--- config.mk ---
export PLATFORM = sky130hd
export DESIGN_NAME = disp_wr_arbiter
export DESIGN_NICKNAME = d
export VERILOG_FILES = /design/src/rtl/disp_wr_arbiter_pkg.sv /design/src/rtl/disp_rr_arbiter.sv /design/src/rtl/disp_wr_arbiter.sv
export SDC_FILE = /design/constraint.sdc
export NUM_CORES = 1
export LEC_CHECK = 0
export BUFFER_PORTS_ARGS = -buffer_cell sky130_fd_sc_hd__buf_2
export CORE_MARGIN = 3
export CORE_UTILIZATION = 25
export DETAILED_ROUTE_END_ITERATION = 6
export HOLD_SLACK_MARGIN = 0.1
export SETUP_SLACK_MARGIN = 0.2
export SKIP_LAST_GASP = 1
export SLEW_MARGIN = 5
export SYNTH_ARGS = -nofsm -noshare
export SYNTH_HDL_FRONTEND = slang
export SYNTH_SLANG_ARGS = --single-unit
--- constraint.sdc ---
create_clock -name clk -period 2.9 [get_ports clk]
set_input_delay 0.58 -clock clk [delete_from_list [all_inputs] [get_ports clk]]
set_output_delay 0.58 -clock clk [all_outputs]
set_load 0.01 [all_outputs]
--- src/rtl/disp_wr_arbiter_pkg.sv ---
// Shared types for the display-memory write arbiter: address/data words,
// the arbiter FSM state and the default requester count.
package disp_wr_arbiter_pkg;

  localparam int DISP_ADDR_W     = 10;
  localparam int DISP_DATA_W     = 8;
  localparam int DISP_WR_NUM_REQ = 3;

  typedef logic [DISP_ADDR_W-1:0] disp_addr_t;
  typedef logic [DISP_DATA_W-1:0] disp_data_t;

  typedef enum logic {
    ARB   = 1'b0,
    CLEAR = 1'b1
  } disp_wr_state_t;

endpackage

--- src/rtl/disp_rr_arbiter.sv ---
// Combinational round-robin picker: searches from ptr_i+1 (wrapping) and
// grants the first valid requester. The pointer register lives in the parent.
module disp_rr_arbiter #(
  parameter int NUM_REQ = 3,
  parameter int PTR_W   = (NUM_REQ > 1) ? $clog2(NUM_REQ) : 1
) (
  input  logic [NUM_REQ-1:0] valid_i,
  input  logic [PTR_W-1:0]   ptr_i,
  input  logic               en_i,
  output logic [NUM_REQ-1:0] grant_o,
  output logic [PTR_W-1:0]   grant_idx_o
);

  logic found;
  int   cand;

  // NOTE: every signal written here gets a default first, so no path leaves
  // a value unassigned and no latch is inferred.
  always_comb begin
    grant_o     = '0;
    grant_idx_o = '0;
    found       = 1'b0;
    cand        = 0;
    for (int i = 1; i <= NUM_REQ; i++) begin
      cand = (int'(ptr_i) + i) % NUM_REQ;
      if (en_i && !found && valid_i[cand]) begin
        found          = 1'b1;
        grant_o[cand]  = 1'b1;
        grant_idx_o    = PTR_W'(cand);
      end
    end
  end

endmodule

--- src/rtl/disp_wr_arbiter.sv ---
// Shares the display write port between NUM_REQ writers plus a clear
// sequencer. Define DISP_WR_VBLANK_ONLY_EN to restrict writes to a window after eof_i.
module disp_wr_arbiter
  import disp_wr_arbiter_pkg::*;
#(
  parameter int NUM_REQ       = DISP_WR_NUM_REQ,
  parameter int WINDOW_CYCLES = 1024
) (
  input  logic               clk,
  input  logic               rst_n,
  input  logic [NUM_REQ-1:0] req_valid_i,
  output logic [NUM_REQ-1:0] req_ready_o,
  input  disp_addr_t         req_addr_i [NUM_REQ],
  input  disp_data_t         req_data_i [NUM_REQ],
  input  logic               clear_i,
  input  disp_addr_t         clear_base_i,
  input  disp_addr_t         clear_len_i,
  input  disp_data_t         clear_data_i,
  output logic               clear_busy_o,
  output logic               clear_done_o,
  input  logic               eof_i,
  output logic               wr_en_o,
  output disp_addr_t         wr_addr_o,
  output disp_data_t         wr_data_o
);

  localparam int PTR_W = $clog2(NUM_REQ);

  disp_wr_state_t   state_q, state_d;
  logic [PTR_W-1:0] ptr_q, ptr_d;
  disp_addr_t       base_q, base_d;
  disp_addr_t       len_q, len_d;
  disp_data_t       fill_q, fill_d;
  disp_addr_t       k_q, k_d;
  logic             wr_en_q, wr_en_d;
  disp_addr_t       wr_addr_q, wr_addr_d;
  disp_data_t       wr_data_q, wr_data_d;
  logic             done_q, done_d;

  logic             window_open;
  logic             clear_start;
  logic             arb_en;
  logic [PTR_W-1:0] grant_idx;

`ifdef DISP_WR_VBLANK_ONLY_EN
  localparam int WIN_W = $clog2(WINDOW_CYCLES + 1);
  logic [WIN_W-1:0] win_q, win_d;

  always_comb begin
    win_d = win_q;
    if (eof_i)              win_d = WIN_W'(WINDOW_CYCLES);
    else if (win_q != '0)   win_d = win_q - WIN_W'(1);
  end

  always_ff @(posedge clk or negedge rst_n) begin
    if (!rst_n) win_q <= '0;
    else        win_q <= win_d;
  end

  assign window_open = (win_q != '0);
`else
  logic unused_window;
  assign unused_window = eof_i ^ (WINDOW_CYCLES > 0);
  assign window_open   = 1'b1;
`endif

  // A clear request pre-empts any grant in the cycle it arrives.
  assign clear_start = (state_q == ARB) && clear_i && (clear_len_i != '0);
  assign arb_en      = (state_q == ARB) && window_open && !clear_start;

  disp_rr_arbiter #(
    .NUM_REQ (NUM_REQ),
    .PTR_W   (PTR_W)
  ) u_rr (
    .valid_i     (req_valid_i),
    .ptr_i       (ptr_q),
    .en_i        (arb_en),
    .grant_o     (req_ready_o),
    .grant_idx_o (grant_idx)
  );

  always_comb begin
    state_d   = state_q;
    ptr_d     = ptr_q;
    base_d    = base_q;
    len_d     = len_q;
    fill_d    = fill_q;
    k_d       = k_q;
    wr_en_d   = 1'b0;
    wr_addr_d = wr_addr_q;
    wr_data_d = wr_data_q;
    done_d    = 1'b0;
    unique case (state_q)
      ARB: begin
        if (clear_start) begin
          base_d  = clear_base_i;
          len_d   = clear_len_i;
          fill_d  = clear_data_i;
          k_d     = '0;
          state_d = CLEAR;
        end else if (req_ready_o != '0) begin
          wr_en_d   = 1'b1;
          wr_addr_d = req_addr_i[grant_idx];
          wr_data_d = req_data_i[grant_idx];
          ptr_d     = grant_idx;
        end
      end
      CLEAR: begin
        if (window_open) begin
          wr_en_d   = 1'b1;
          wr_addr_d = base_q + k_q;
          wr_data_d = fill_q;
          if (k_q == len_q - disp_addr_t'(1)) begin
            state_d = ARB;
            done_d  = 1'b1;
          end else begin
            k_d = k_q + disp_addr_t'(1);
          end
        end
      end
      default: state_d = ARB;
    endcase
  end

  // NOTE: sequential state uses non-blocking assignments only, so every flop
  // samples the pre-edge value of every other flop.
  always_ff @(posedge clk or negedge rst_n) begin
    if (!rst_n) begin
      state_q   <= ARB;
      ptr_q     <= PTR_W'(NUM_REQ - 1);
      base_q    <= '0;
      len_q     <= '0;
      fill_q    <= '0;
      k_q       <= '0;
      wr_en_q   <= 1'b0;
      wr_addr_q <= '0;
      wr_data_q <= '0;
      done_q    <= 1'b0;
    end else begin
      state_q   <= state_d;
      ptr_q     <= ptr_d;
      base_q    <= base_d;
      len_q     <= len_d;
      fill_q    <= fill_d;
      k_q       <= k_d;
      wr_en_q   <= wr_en_d;
      wr_addr_q <= wr_addr_d;
      wr_data_q <= wr_data_d;
      done_q    <= done_d;
    end
  end

  assign clear_busy_o = (state_q == CLEAR);
  assign clear_done_o = done_q;
  assign wr_en_o      = wr_en_q;
  assign wr_addr_o    = wr_addr_q;
  assign wr_data_o    = wr_data_q;

endmodule

# Word-level counts from Yosys, hierarchy flattened
# Index checks and enable logic that the tools add are counted.
[op_classes]
n_addsub = 6
div_mod_pow = 3
order_cmp = 7
n_eq_ne = 5
n_mux = 46
bitwise = 5
reduce_logical = 20
[ops]
columns = ["op", "n"]
rows = [
  ["$ge 32x1->1 const B", 3],
  ["$lt 32x4->1 const B", 3],
  ["$mod 32x3->32 const B", 3],
  ["$mux 10", 6],
  ["$pmux 10 s2", 2],
  ["$mux 8", 4],
  ["$bmux 10 s2", 1],
  ["$mux 1", 17],
  ["$bmux 8 s2", 1],
  ["$pmux 8 s2", 1],
  ["$logic_and 1x1->1", 11],
  ["$add 10x1->10 const B", 1],
  ["$add 10x10->10", 1],
  ["$eq 10x10->1", 1],
  ["$reduce_bool 10->1", 1],
  ["$sub 10x1->10 const B", 1],
  ["$mux 3", 3],
  ["$add 2x2->3 const B", 2],
  ["$bmux 1 s2", 3],
  ["$demux 1 s2", 3],
  ["$mux 2", 3],
  ["$ne 2x2->1 const B", 3],
  ["$or 3x3->3", 2],
  ["$reduce_and 2->1", 3],
  ["9 further kinds", 13],
]
[word_totals]
regBits = 61
in_bits = 89
out_inout_bits = 24
elab_cells = 102

# Longest topological paths before layout
[depth]
word_depth = 22
depth_mapped = 12
depth_no_buf = 10

# Hierarchy
# From an unflattened synthesis, not the netlist that was laid out.
[hier_totals]
hier_cells = 470
hier_area_um2 = 3978.8
[modules_own_cells]
columns = ["mod", "instances", "cells_each", "area_per_inst_um2", "seq_area_each_um2"]
rows = [
  ["disp_wr_arbiter", 1, 430, 3677.3, 1527.7],
  ["disp_rr_arbiter", 1, 40, 301.5, 0.0],
]

# Least setup slack after synthesis
# Ideal clock, no wire load.
[synth_path]
kind = "input -> output"
startpoint = "input port clear_len_i[7]"
endpoint = "output port req_ready_o[2]"
t_arrival_ps = 2314
required_ps = 2320
setup_slack_ps = 6
cell_stages = 6
path_buffers = 2
cell_sequence = "or4_4 o41ai_4 or2_2 clkbuf_1 clkbuf_1 and2_1"
[synth_between]
elab_chain_len = 14
word_cells_on_any_way = 18
cone_classes = "5 x mux; 2 x bitwise; 11 x reduce/logical"
[synth_rtl]
columns = ["element", "line_no", "rtl"]
rows = [
  ["start: declaration", "disp_wr_arbiter.sv:17", "input disp_addr_t clear_len_i,"],
  ["$reduce_bool 10->1 *", "disp_wr_arbiter.sv:68", "assign clear_start = (state_q == ARB) && clear_i && (clear_len_i != '0);"],
  ["$logic_and 1x1->1 *", "disp_wr_arbiter.sv:68", ""],
  ["$logic_not 1->1 *", "disp_wr_arbiter.sv:69", "assign arb_en = (state_q == ARB) && window_open && !clear_start;"],
  ["$logic_and 1x1->1 *", "disp_wr_arbiter.sv:69", ""],
  ["$logic_and 1x1->1", "disp_rr_arbiter.sv:26", "if (en_i && !found && valid_i[cand]) begin"],
  ["$mux 1", "disp_rr_arbiter.sv:26", ""],
  ["$logic_not 1->1", "disp_rr_arbiter.sv:26", ""],
  ["$logic_and 1x1->1 (2 in series)", "disp_rr_arbiter.sv:26", ""],
  ["$mux 1", "disp_rr_arbiter.sv:26", ""],
  ["$logic_not 1->1", "disp_rr_arbiter.sv:26", ""],
  ["$logic_and 1x1->1 (2 in series)", "disp_rr_arbiter.sv:26", ""],
  ["$mux 3 *", "disp_rr_arbiter.sv:26", ""],
  ["end: declaration", "disp_wr_arbiter.sv:12", "output logic [NUM_REQ-1:0] req_ready_o,"],
]
# Every way passes the cells marked *; elsewhere a longest branch is shown, timed or not.

# Worst setup path after layout
[layout_path]
startpoint = "register ptr_q[1]"
endpoint = "register wr_addr_q[0] (netlist: wr_addr_o[0])"
[layout_between]
elab_chain_len = 22
word_cells_on_any_way = 57
cone_classes = "3 x add/sub; 3 x div; 6 x order compare; 1 x eq/ne; 29 x mux; 3 x bitwise; 12 x reduce/logical"
[layout_rtl]
columns = ["element", "line_no", "rtl"]
rows = [
  ["start: declaration", "disp_wr_arbiter.sv:30", "logic [PTR_W-1:0] ptr_q, ptr_d;"],
  ["start signal: assignment", "disp_wr_arbiter.sv:130", "ptr_q <= PTR_W'(NUM_REQ - 1);"],
  ["start signal: assignment", "disp_wr_arbiter.sv:141", "ptr_q <= ptr_d;"],
  ["parallel branches: the longest is 22 deep, another holds $mod 32x3->32", "-", ""],
  ["end signal: assignment", "disp_wr_arbiter.sv:147", "wr_addr_q <= wr_addr_d;"],
  ["end: declaration", "disp_wr_arbiter.sv:36", "disp_addr_t wr_addr_q, wr_addr_d;"],
]
# Several ways; the timed one is not identified. The select of a mux whose other input is x is not followed.
# A chain may end at the register's enable or synchronous reset.

==> summary.md <==
| Metric | Value |
|---|---|
| Sequential fraction of the synthesis area | `37.7%` |
| Post-synth net total | `554` |
| Seq pwr share | `30.4%` |
| Clk root buf | `clkbuf_16` |
| Layout area overhead | `35.0%` |
| Most frequent cells in the layout | `nand2_1, buf_2, dfrtp_1` |
| GR Overflow Total | `0` |
| Clock sinks | `61` |
| Fillers | `1608` |
| Slew Viols, Final | `0` |
| Multi-input gate area | `0.00244 mm2` |
| Synth Area in XOR/XNOR | `4.10%` |
| Metal-1 WL | `5.10 mm` |
| # IOs | `113` |
| Largest net degree at the start of global routing | `38` |
| Top Layer Used | `met4` |
| Port bufs | `111` |
| CTS H-tree depth | `3` |
| Tot GR Track Use | `12.6%` |
| Vert. Die Dim | `133 um` |
| Gpl congestion | `0.815` |
| Slew @ Worst Pin | `0.763 ns` |
| Minimum clock period | `2.86 ns` |
| Type of the most critical hold path | `in -> async` |
| Sw Share | `39.0%` |
| Number of enable flip-flop cells after synthesis | `0` |
| RSZ-0062 raised after global routing | `true` |
| First-pass GRT wire length | `18.2 mm` |
| # diodes | `0` |
| Psw | `2.00 mW` |
| Clock buffer depth | `2` |
| Met3 WL | `344 um` |
| Nets | `681` |
| Fin. Hold Viols | `0` |
| Tcrit/Tclk final | `98.7%` |
| Synth unique cells | `62` |
| Core Area | `0.0155 mm2` |
| Synth Cell Area | `0.00406 mm2` |
| Status | `finished, final reports clean` |
| Num CTS Buffers | `9` |
| Vias in the first global route | `3591` |
| Post-Syn Instances | `449` |
| Max frequency | `349 MHz` |
| Detailed-route wire length | `11.2 mm` |
| Die area | `0.0178 mm2` |
| Starting Density | `26.1%` |
| Power per Cell Area | `938 mW/mm2` |
| MaxCap Viol Count | `0` |
| Worst EP required | `3.14 ns` |
| Met2 WL | `5.47 mm` |
| Initial DRC Count | `111` |
| Placed insts | `768` |
| Multiplexer share of the synthesized area | `12.8%` |
| Yosys warns | `0` |
| Routed Antenna Nets | `0` |
| DR vias/cell | `4.63` |
| Largest family of logic cells by synthesized area | `simple AND/OR/NAND/NOR gates` |
| Top cell type's share of synthesized area | `37.0%` |
| Cts hold-fix bufs | `0` |
| Fin cells | `792` |
| Yosys reg bits | `61` |
| Syn Area/Cell | `9.04 um2` |
| Final HPWL DP | `8.45 mm` |
| WL/cell | `14.1 um` |
| Clk_lat worst skew | `0.33 ns` |
| Leak | `2.60 nW` |
| Total Power | `5.14 mW` |
| Clock power share | `20.8%` |
| Via count | `3663` |
| Most common cell after layout, fill and taps aside | `nand2_1` |
| Crit. End Element | `flop` |
| Comb pwr share | `48.9%` |
| Final setup violation count | `0` |
| Share of post-route cells with drive strength above 1 | `34.9%` |
| Synth top area cells | `dfrtp_1, nand2_1, mux2i_1` |
| Worst EP arrival | `3.10 ns` |
| Normalized max-slew margin | `49.2%` |
| Cell Rows | `45` |
| Clock-pin slew on the worst setup and hold paths | `0.06 ns` |
| Simple-Gate Fraction of Synth Area | `21.6%` |
| Critical path class | `reg -> reg` |
| CP max FO | `10` |
| Fin util | `35.2%` |
| Top FF cell, synth | `dfrtp_1` |
| Pre-antenna DRT Iters | `4` |
| Max VDD drop | `0.000393 V` |
| Sequential Area | `0.00153 mm2` |
| Ys async rst share | `100%` |
| Leading area contributor after synthesis | `dfrtp_1` |
| TritonCTS clock tree | `done` |
| Final Skew | `0.00681 ns` |
| Number of remaining DRC errors | `0` |
| Die Wd | `133 um` |
| Antenna violations before repair | `0` |
| Post-synthesis adder-cell area fraction | `5.37%` |
| Setup crit start kind | `flop` |
| Complex-gate fraction of the synthesized area | `14.3%` |
| Pint | `3.14 mW` |
==> kinds of logic after synthesis <==
logic type	Yosys count
buf+inv	39
xor+xnor	19
flops	61
mux	46
compound gates	74
fa+ha+maj	17
simple gates	193
==> power by group through the flow <==
stage               Sequential, mW  Clock [mW]  Combinational [mW]
floorplan                     1.54           0                1.66
global placement              1.57           0                2.31
detailed placement            1.57           0                2.35
CTS                           1.56        1.10                2.50
global route                  1.62        1.13                2.81
finish                        1.56        1.07                2.51
==> worst max-delay path, cell delays in order, from the launching register on <==
cell and delay, ns:
dfstp_2 0.56, ha_4 0.21, mux2_2 0.28, mux2_4 0.28, a221o_1 0.34, buf_4 0.14, a221oi_2 0.18, a2bb2oi_2 0.16
buf_6 0.15, buf_6 0.12, buf_16 0.12, nand2_1 0.06, o221ai_1 0.16
==> through the flow <==
step	TNS, ns	worst slack (ns)	cell area, um2	hold WS (ns)
after CTS	0	0.0469	5440	0.325
after global placement	-0.879	-0.0979	5000	0.462
final	0	0.0373	5480	0.322
after detailed placement	-1.01	-0.0984	5000	0.464
after floorplan	0	0.181	4080	0.284
after global routing	-0.596	-0.0722	5480	0.368
==> per-layer routing <==
metal | global-route usage (%) | vias up
li1 | - | 1842
met1 | 16.2 | 1734
met2 | 20.8 | 66
met4 | 5.26 | 0
met5 | 0 | -
met3 | 2.19 | 21
==> flip-flops by register name, summed over array words and instances, names as in the netlist <==
| register | cells |
|---|---|
| wr_en_o | 1 |
| fill_q | 8 |
| len_q | 10 |
| base_q | 10 |
| wr_addr_o | 10 |
| clear_done_o | 1 |
| clear_busy_o | 1 |
| wr_data_o | 8 |
| k_q | 10 |
| ptr_q | 2 |
==> what timing repair did <==
action / 4_1_cts / 5_1_grt
gates resized for setup: 13 / 7
endpoints found under the setup margin: 22 / 34
gates cloned: 2 / 0
endpoints found under the hold margin: 0 / 0
setup buffers: 5 / 1
pin swaps: 1 / 0
==> Yosys cell counts, types with 3 or more instances <==
cell type,instances
nand2_1,129
dfrtp_1,60
mux2i_1,24
clkbuf_1,16
o221ai_1,16
xnor2_1,16
ha_1,15
inv_1,15
mux2_2,13
o21ai_0,11
a21oi_1,9
nand2b_1,9
nor2_1,9
mux2_4,8
nor3_1,6
buf_2,5
nand3_1,5
nor2b_1,5
o211ai_1,5
and2_1,4
nor4_1,4
o31ai_1,4
or2_2,4
a21o_1,3
o21a_1,3
or3_1,3
or4_1,3
xor2_1,3
==> final timing paths <==
path,from,slack [ns],cells past startpoint,to
min in group clk,clear_data_i[5],0.44,3,fill_q[5]$_DFFE_PN0P_
hold / removal,rst_n,0.32,1,wr_addr_o[1]$_DFFE_PN0P_
setup / recovery,ptr_q[1]$_DFFE_PN1P_,0.04,12,wr_addr_o[0]$_DFFE_PN0P_
setup reg to reg,ptr_q[1]$_DFFE_PN1P_,0.04,12,wr_addr_o[0]$_DFFE_PN0P_
hold reg to reg,fill_q[5]$_DFFE_PN0P_,0.47,2,fill_q[5]$_DFFE_PN0P_
max in group asynchronous,rst_n,1.88,2,ptr_q[1]$_DFFE_PN1P_
==> final cells by class <==
class | count | share of cell area [%]
clock buffer | 9 | 4.11
multi-input combinational | 349 | 44.6
sequential | 61 | 27.9
tap | 211 | 4.82
clock inverter | 7 | 1.37
timing repair buffer | 140 | 16.2
inverter | 15 | 1.03
(Power assumes the default switching activity.)
